$ cat config.mk
export PLATFORM = sky130hd
export DESIGN_NAME = button_step_counter
export DESIGN_NICKNAME = d
export VERILOG_FILES = /design/src/rtl/button_step_counter.sv
export SDC_FILE = /design/constraint.sdc
export NUM_CORES = 1
export LEC_CHECK = 0
export CORE_MARGIN = 2
export CORE_UTILIZATION = 35
export CTS_CLUSTER_SIZE = 10
export DETAILED_ROUTE_END_ITERATION = 8
export PLACE_DENSITY = 0.58
export RECOVER_POWER = 100
export SETUP_SLACK_MARGIN = 0.15
export SYNTH_ARGS = -nofsm -noshare
export SYNTH_HDL_FRONTEND = slang
export SYNTH_SLANG_ARGS = --single-unit
$ cat constraint.sdc
create_clock -name clk -period 10.3 [get_ports clk]
set_input_delay 2.06 -clock clk [delete_from_list [all_inputs] [get_ports clk]]
set_output_delay 2.06 -clock clk [all_outputs]
set_load 0.02 [all_outputs]
$ cat src/rtl/button_step_counter.sv
// Two debounced push-buttons with press auto-repeat step a CNT_W-bit up/down counter,
// whose value drives LED_W LEDs in a runtime-selectable display mode.
module button_step_counter #(
  parameter int CNT_W           = 3,
  parameter int LED_W           = 8,
  parameter int DEBOUNCE_CYCLES = 50000,
  parameter int REPEAT_DELAY    = 25000000,
  parameter int REPEAT_RATE     = 5000000,
  parameter int SATURATE        = 0
) (
  input  logic             clk,
  input  logic             reset,
  input  logic             inc_button,
  input  logic             dec_button,
  input  logic [1:0]       mode,
  output logic [CNT_W-1:0] count,
  output logic [LED_W-1:0] LEDS,
  output logic             at_min,
  output logic             at_max
);

  localparam int DB_W    = (DEBOUNCE_CYCLES > 1) ? $clog2(DEBOUNCE_CYCLES) : 1;
  localparam int T_MAX   = (REPEAT_DELAY > REPEAT_RATE) ? REPEAT_DELAY : REPEAT_RATE;
  localparam int T_W     = (T_MAX > 1) ? $clog2(T_MAX) : 1;
  localparam int DB_LAST = DEBOUNCE_CYCLES - 1;
  localparam int RD_LAST = (REPEAT_DELAY > 0) ? REPEAT_DELAY - 1 : 0;
  localparam int RR_LAST = REPEAT_RATE - 1;
  localparam bit SAT     = (SATURATE != 0);
  localparam logic [CNT_W-1:0] CNT_MAX = '1;

  typedef enum logic [1:0] {ST_IDLE, ST_WAIT, ST_REPEAT} state_t;

  logic [1:0] w_raw;
  logic [1:0] w_step;

  assign w_raw = {dec_button, inc_button};

  for (genvar g = 0; g < 2; g++) begin : g_btn
    logic            r_s1, r_s2, r_db, r_armed, r_step;
    logic [DB_W-1:0] r_db_cnt;
    logic [T_W-1:0]  r_timer;
    state_t          r_state;
    logic            w_ref, w_db_done, w_db_next;

    // Until armed, the debouncer waits for a stable low so a button held through reset is ignored.
    assign w_ref     = r_armed ? r_db : 1'b1;
    assign w_db_done = (r_s2 != w_ref) && (r_db_cnt == DB_W'(DB_LAST));
    assign w_db_next = (w_db_done && r_armed) ? r_s2 : r_db;

    // NOTE: sequential state uses non-blocking assignments so every register samples pre-edge values.
    always_ff @(posedge clk or posedge reset) begin
      if (reset) begin
        r_s1     <= 1'b0;
        r_s2     <= 1'b0;
        r_db     <= 1'b0;
        r_armed  <= 1'b0;
        r_db_cnt <= '0;
      end else begin
        r_s1 <= w_raw[g];
        r_s2 <= r_s1;
        r_db <= w_db_next;
        if (w_db_done) begin
          r_db_cnt <= '0;
          r_armed  <= 1'b1;
        end else if (r_s2 != w_ref) begin
          r_db_cnt <= r_db_cnt + 1'b1;
        end else begin
          r_db_cnt <= '0;
        end
      end
    end

    // The step is registered on the same edge that db rises, so it is visible while db is high.
    always_ff @(posedge clk or posedge reset) begin
      if (reset) begin
        r_state <= ST_IDLE;
        r_timer <= '0;
        r_step  <= 1'b0;
      end else begin
        r_step <= 1'b0;
        case (r_state)
          ST_IDLE: begin
            r_timer <= '0;
            if (w_db_next && !r_db) begin
              r_step <= 1'b1;
              if (REPEAT_DELAY > 0) r_state <= ST_WAIT;
            end
          end
          ST_WAIT: begin
            if (!w_db_next) begin
              r_state <= ST_IDLE;
              r_timer <= '0;
            end else if (r_timer == T_W'(RD_LAST)) begin
              r_step  <= 1'b1;
              r_timer <= '0;
              r_state <= ST_REPEAT;
            end else begin
              r_timer <= r_timer + 1'b1;
            end
          end
          ST_REPEAT: begin
            if (!w_db_next) begin
              r_state <= ST_IDLE;
              r_timer <= '0;
            end else if (r_timer == T_W'(RR_LAST)) begin
              r_step  <= 1'b1;
              r_timer <= '0;
            end else begin
              r_timer <= r_timer + 1'b1;
            end
          end
          default: r_state <= ST_IDLE;
        endcase
      end
    end

    assign w_step[g] = r_step;
  end

  logic [CNT_W-1:0] r_count;
  logic [LED_W-1:0] r_leds;
  logic             w_inc, w_dec;

  assign w_inc = w_step[0] & ~w_step[1];
  assign w_dec = w_step[1] & ~w_step[0];

  always_ff @(posedge clk or posedge reset) begin
    if (reset) begin
      r_count <= '0;
    end else if (w_inc) begin
      if (!(SAT && r_count == CNT_MAX)) r_count <= r_count + 1'b1;
    end else if (w_dec) begin
      if (!(SAT && r_count == '0)) r_count <= r_count - 1'b1;
    end
  end

  int                     w_cnt_int;
  logic [LED_W+CNT_W-1:0] w_cnt_ext;
  logic [LED_W-1:0]       w_led_pat;

  assign w_cnt_int = int'(r_count);
  assign w_cnt_ext = (LED_W + CNT_W)'(r_count);

  // NOTE: default assignment first keeps this purely combinational (no latch) for every mode.
  always_comb begin
    w_led_pat = '0;
    case (mode)
      2'b00:   for (int i = 0; i < LED_W; i++) w_led_pat[i] = (w_cnt_int == i);
      2'b01:   for (int i = 0; i < LED_W; i++) w_led_pat[i] = (i < w_cnt_int);
      2'b10:   w_led_pat = w_cnt_ext[LED_W-1:0];
      default: w_led_pat = '0;
    endcase
  end

  always_ff @(posedge clk or posedge reset) begin
    if (reset) r_leds <= '0;
    else       r_leds <= w_led_pat;
  end

  assign count  = r_count;
  assign LEDS   = r_leds;
  assign at_min = (r_count == '0);
  assign at_max = (r_count == CNT_MAX);

endmodule
==> metrics.txt, run 1 <==
outcome finished, violations left; failing checks capacitance limit, slew limit; final worst-path cycle share 42.1%; final worst setup slack 5970 ps; maximum root-to-sink buffer count 2; share of layout cells above drive strength 1 5.34%; Max Freq 231 MHz; top fanout value on the critical path 56; CP Cell Sequence dlygate4sd3_1 -> clkinvlp_2 -> buf_4; Arrival @ worst endpoint 4740 ps; antenna violations before repair 0; hpwl dp 8.11 mm; grt ovf 0; worst r2r src g_btn[1].r_db_cnt[0]; Cell Area, Synth 0.00601 mm^2; max cap viols 1; CTS tree done; Setup TNS 0 ps; vias 4742; Fillers 1646; leakage 2.88 nW; Initial Utilization 36.0%; DR iter-0 viols 357; WL final 12.2 mm; worst skew pair latency 350 ps; most common cell after layout, fill and taps aside dfrtp_1; Syn-to-layout area delta 10.7%; top_reg_cell synth dfrtp_1; area of the core 0.0167 mm^2; Crit path required time 10700 ps; number of global-route vias before repair 4368; Finished Core Util 39.8%; Die Height 135 um; worst setup path end LEDS[1]; first drt pass iteration count 4; I/O pin total 19; most frequent cells in the layout 107 x dfrtp_1, 71 x nor2_1, 66 x nand2_1; post-synthesis sequential area ratio 44.5%; Finished Layout Cells 875; r2r endpoint g_btn[1].r_timer[15]; Final Max Slew Viols 53; crit path launch reset; number of buffers added on ports 18; first-pass GRT wire length 20.8 mm; CP bufs+invs 3; antenna viol nets, final 0; cts hold-fix bufs 0; Synthesized Nets 668; Slew @ Worst Pin 2280 ps; Pwr Density 116 mW/mm^2; H-tree lvl count 3; largest stage delay on the critical path 1300 ps; Distinct cells, synth 63; CTS resizes 0; kind of critical path in2async; syn avg cell area 9.39 um^2; slowest cell on the critical path clkinvlp_2; clock skew 8.26 ps; drt wl/cell 13.9 um; Std-Cell Rows 47; Worst path top cell family by delay buffers and inverters; GRT Overall Usage 13.8%; Reg2Reg Setup Slack 6290 ps; clock transition at the registers of the reported paths 70 ps; Seq cells post-synth 107; Mapped Cells 640; largest net degree at the start of global routing 57; Final Hold Fails 0; final setup fails 0; Placement Setup Slack 6470 ps; Final nets 678; crit path launch type primary input; Post-CTS Setup Bufs 0; gpl congestion 0.820; EDFF count, synth 0; DIE AREA 0.0182 mm^2; Clock Sinks 107; slew margin rel. -52.9%; WP depth 3; peak supply drop 61.6 uV; RSZ-0062 raised after global routing no; Ys Warns 0; DIE WIDTH 135 um; Root Buffer clkbuf_16; vias per inst 5.42; Hold Path Class reg2reg; Num CTS Buffers 9; FFs w/ async S/R, synth 100%; WHS 361 ps; fin crit period 4330 ps; CP Capture Type asynchronous set/reset pin; ANT cells 0; drt drc 0; worst r2r path cells 8; DP Cell Count 859
routing by layer:
layer / routed length, um / global-route usage, %
met5: 0 / 0
met4: 167 / 4.92
met3: 352 / 2.78
met2: 5720 / 22.1
met1: 5970 / 18.7
Yosys cell counts, drive strengths merged (12+ instances only):
master / count / area, um^2
a21o: 13 / 97.6
a21oi: 12 / 60.1
a22o: 19 / 166
and3: 13 / 81.3
clkbuf: 16 / 62.6
dfrtp: 107 / 2680
ha: 22 / 275
inv: 28 / 105
nand2: 66 / 248
nand3: 48 / 240
nand4: 21 / 131
nor2: 71 / 267
o21ai: 16 / 83.8
xnor2: 13 / 114
xor2: 20 / 175
power by group:
group          total, mW  switching, mW  internal [mW]  leakage [nW]
logic             0.0187         0.0139        0.00478          1.26
clock network      0.330          0.153          0.177         0.135
registers          0.426        0.00275          0.423          1.48
per-stage QoR:
stage               cell area [um^2]  power [mW]
floorplan                       6010       0.447
global placement                6390       0.453
detailed placement              6390       0.454
CTS                             6670       0.788
global route                    6650       0.805
finish                          6650       0.774
flip-flops by register name (all words and copies together) (netlist names):
register / cells
g_btn.r_timer: 50
g_btn.r_s1: 2
g_btn.r_step: 2
LEDS: 8
g_btn.r_db_cnt: 32
g_btn.r_db: 2
g_btn.r_s2: 2
g_btn.r_armed: 2
g_btn.r_state: 4
count: 3
cell families (layout without fill, tap and decap cells):
group	after synthesis	count (layout)	synth area share (%)
AND/OR/NAND/NOR	306	306	26.6
AO/OA/AOI/OAI	112	112	14.4
flip-flops	107	107	44.5
buffers and inverters	52	67	3.75
XOR/XNOR	33	33	4.81
adder cells (fa/ha/maj)	22	22	4.58
multiplexers	8	8	1.42
how the worst min path moves through the flow:
stage               cells after the start  slack (ps)            end           from
global route                            0         370  g_btn[1].r_s2  g_btn[1].r_s1
detailed placement                      0         350  g_btn[1].r_s2  g_btn[1].r_s1
CTS                                     0         370  g_btn[1].r_s2  g_btn[1].r_s1
global placement                        0         340  g_btn[0].r_s2  g_btn[0].r_s1
finish                                  0         360  g_btn[0].r_s2  g_btn[0].r_s1
floorplan                               0         330  g_btn[0].r_s2  g_btn[0].r_s1
worst register-to-register path, delay by kind of cell (launching register included):
| family | cells | cell delay [ps] |
|---|---|---|
| and+or+nand+nor | 4 | 1470 |
| buffers and inverters | 1 | 970 |
| AOI/OAI and AO/OA | 2 | 800 |
| DFF | 1 | 410 |
| adders and majority gates | 1 | 240 |
cell type report:
| class | count | area, um^2 | share of cell area, % |
|---|---|---|---|
| multi-input combinational | 481 | 3100 | 46.6 |
| sequential | 107 | 2680 | 40.2 |
| tap | 220 | 275 | 4.14 |
| clock buffer | 12 | 256 | 3.86 |
| timing repair buffer | 23 | 210 | 3.16 |
| inverter | 28 | 106 | 1.60 |
| clock inverter | 4 | 25.0 | 0.376 |
Note: power is estimated with default switching activity, not from simulation.
==> inputs of run 2 (changes only) <==
clock period = 4.23 ns   (was 10.3 ns; I/O delays follow)
==> run 2 against run 1 <==
Against the previous run:
- the run now ends clean
- setup slack worse by 5200 ps
- sequential share of layout area decreased by 0.29 points
- hold slack worse by 7.5 ps
- flip-flop and latch count unchanged
- cell count grew 0.11%
- via count grew 0.40%
==> metrics.txt, run 2 (synthesized netlist as in run 1, its figures left out) <==
sw power 0.435 mW; hpwl dp 8.48 mm; Arrival @ worst endpoint 3750 ps; Root Buffer clkbuf_16; multi-input logic area 0.00310 mm^2; Final Max Slew Viols 0; Post-CTS Setup Bufs 0; drt drc 0; Crit path required time 4490 ps; slowest cell on the critical path a221oi_2; slew margin rel. 7.62%; share of layout cells above drive strength 1 5.64%; largest register by flop count g_btn.r_timer; CP Capture Type register; Seq pwr share 51.4%; WL final 12.5 mm; vias per inst 5.43; kind of critical path reg2reg; antenna violations before repair 0; CTS tree done; number of buffers added on ports 18; most common cell after layout, fill and taps aside dfrtp_1; clock transition at the registers of the reported paths 70 ps; clock skew 7.32 ps; I/O pin total 19; worst r2r path cells 7; RSZ-0062 raised after global routing no; first drt pass iteration count 4; Max Freq 287 MHz; fin crit period 3490 ps; max cap viols 0; Std-Cell Rows 47; Hold Path Class reg2reg; number of global-route vias before repair 4596; DR iter-0 viols 320; largest net degree at the start of global routing 68; crit path launch type register; DIE WIDTH 135 um; WHS 354 ps; ANT cells 0; worst setup path end g_btn[1].r_timer[15]; final setup fails 0; drt wl/cell 14.2 um; Initial Utilization 36.0%; grt ovf 0; Setup TNS 0 ps; sw frac 21.6%; Pwr Density 301 mW/mm^2; worst r2r src g_btn[1].r_db_cnt[0]; peak supply drop 187 uV; max reg flops 50; Num CTS Buffers 9; area of the core 0.0167 mm^2; Reg2Reg Setup Slack 740 ps; Slew @ Worst Pin 1390 ps; power share of the combinational group 2.3%; CP Cell Sequence ha_1 -> nand3_1 -> nand4b_1 -> or3_4 -> a221oi_2 -> nand2b_2 -> o311ai_1; Final nets 679; final worst-path cycle share 82.5%; Die Height 135 um; top fanout value on the critical path 20; maximum root-to-sink buffer count 2; Pint 1.58 mW; crit path launch g_btn[1].r_db_cnt[0]; most frequent cells in the layout 107 x dfrtp_1, 71 x nor2_1, 66 x nand2_1; Syn-to-layout area delta 11.5%; first-pass GRT wire length 21.5 mm; DIE AREA 0.0182 mm^2; Sequential Area 0.00268 mm^2; GRT Overall Usage 14.4%; leakage 2.89 nW; vias 4761; Final Hold Fails 0; largest stage delay on the critical path 1100 ps; r2r endpoint g_btn[1].r_timer[15]; Fillers 1649; worst skew pair latency 360 ps; H-tree lvl count 3; cts hold-fix bufs 0; clock power share 46.4%; outcome finished, final reports clean; CTS resizes 0; gpl congestion 0.832; Clock Sinks 107; antenna viol nets, final 0
run 2: cell types whose count changed in the layout (fill, tap and decap cells not counted), sizes merged:
cell and delta:
bufinv +2, buf -1, inv +3, clkinvlp -3
run 2: metrics by stage:
stage	util, %	total power, mW	instances	cell area, um^2	worst slack (ps)
after CTS	40.3	2.05	876	6730	1180
final	40.1	2.02	876	6700	740
after global placement	38.3	1.11	860	6390	1310
after global routing	40.1	2.10	876	6700	491
after floorplan	-	1.09	640	6010	567
after detailed placement	38.3	1.11	860	6390	1210
run 2: power by group through the flow:
stage | Combinational (mW) | Clock [mW] | Sequential [mW]
2_1_floorplan | 0.0323 | 0 | 1.06
3_5_place_dp | 0.0502 | 0 | 1.06
3_3_place_gp | 0.0497 | 0 | 1.06
5_1_grt | 0.0547 | 1.01 | 1.04
6_report | 0.0460 | 0.935 | 1.04
4_1_cts | 0.0507 | 0.964 | 1.04
run 2: worst min path at each step:
stage	start	endpoint	slack, ps	depth (start not counted)
after floorplan	g_btn[0].r_s1	g_btn[0].r_s2	330	0
after global placement	g_btn[0].r_s1	g_btn[0].r_s2	340	0
after detailed placement	g_btn[0].r_s1	g_btn[0].r_s2	340	0
after CTS	g_btn[0].r_s1	g_btn[0].r_s2	360	0
after global routing	g_btn[0].r_s1	g_btn[0].r_s2	370	0
final	g_btn[0].r_s1	g_btn[0].r_s2	350	0
run 2: cell type report:
type                       count  share of cell area, %
timing repair buffer          24                   3.14
clock inverter                 6                   1.40
multi-input combinational    481                   46.2
clock buffer                  10                   3.57
inverter                      28                   1.61
tap                          220                   4.11
sequential                   107                   40.0
run 2: critical path, delay by kind of cell, from the launching register on:
kind / cells / cell delay, ps
AO/OA/AOI/OAI: 2 / 1470
AND/OR/NAND/NOR: 4 / 1270
flip-flops: 1 / 410
adder cells (fa/ha/maj): 1 / 240
run 2: routing by layer:
layer	GRT usage [%]	vias up	share of wire [%]
li1	-	2332	-
met1	19.1	2337	49
met2	23.2	75	46
met3	2.29	17	3.0
met4	6.37	0	2.0
met5	0	-	0
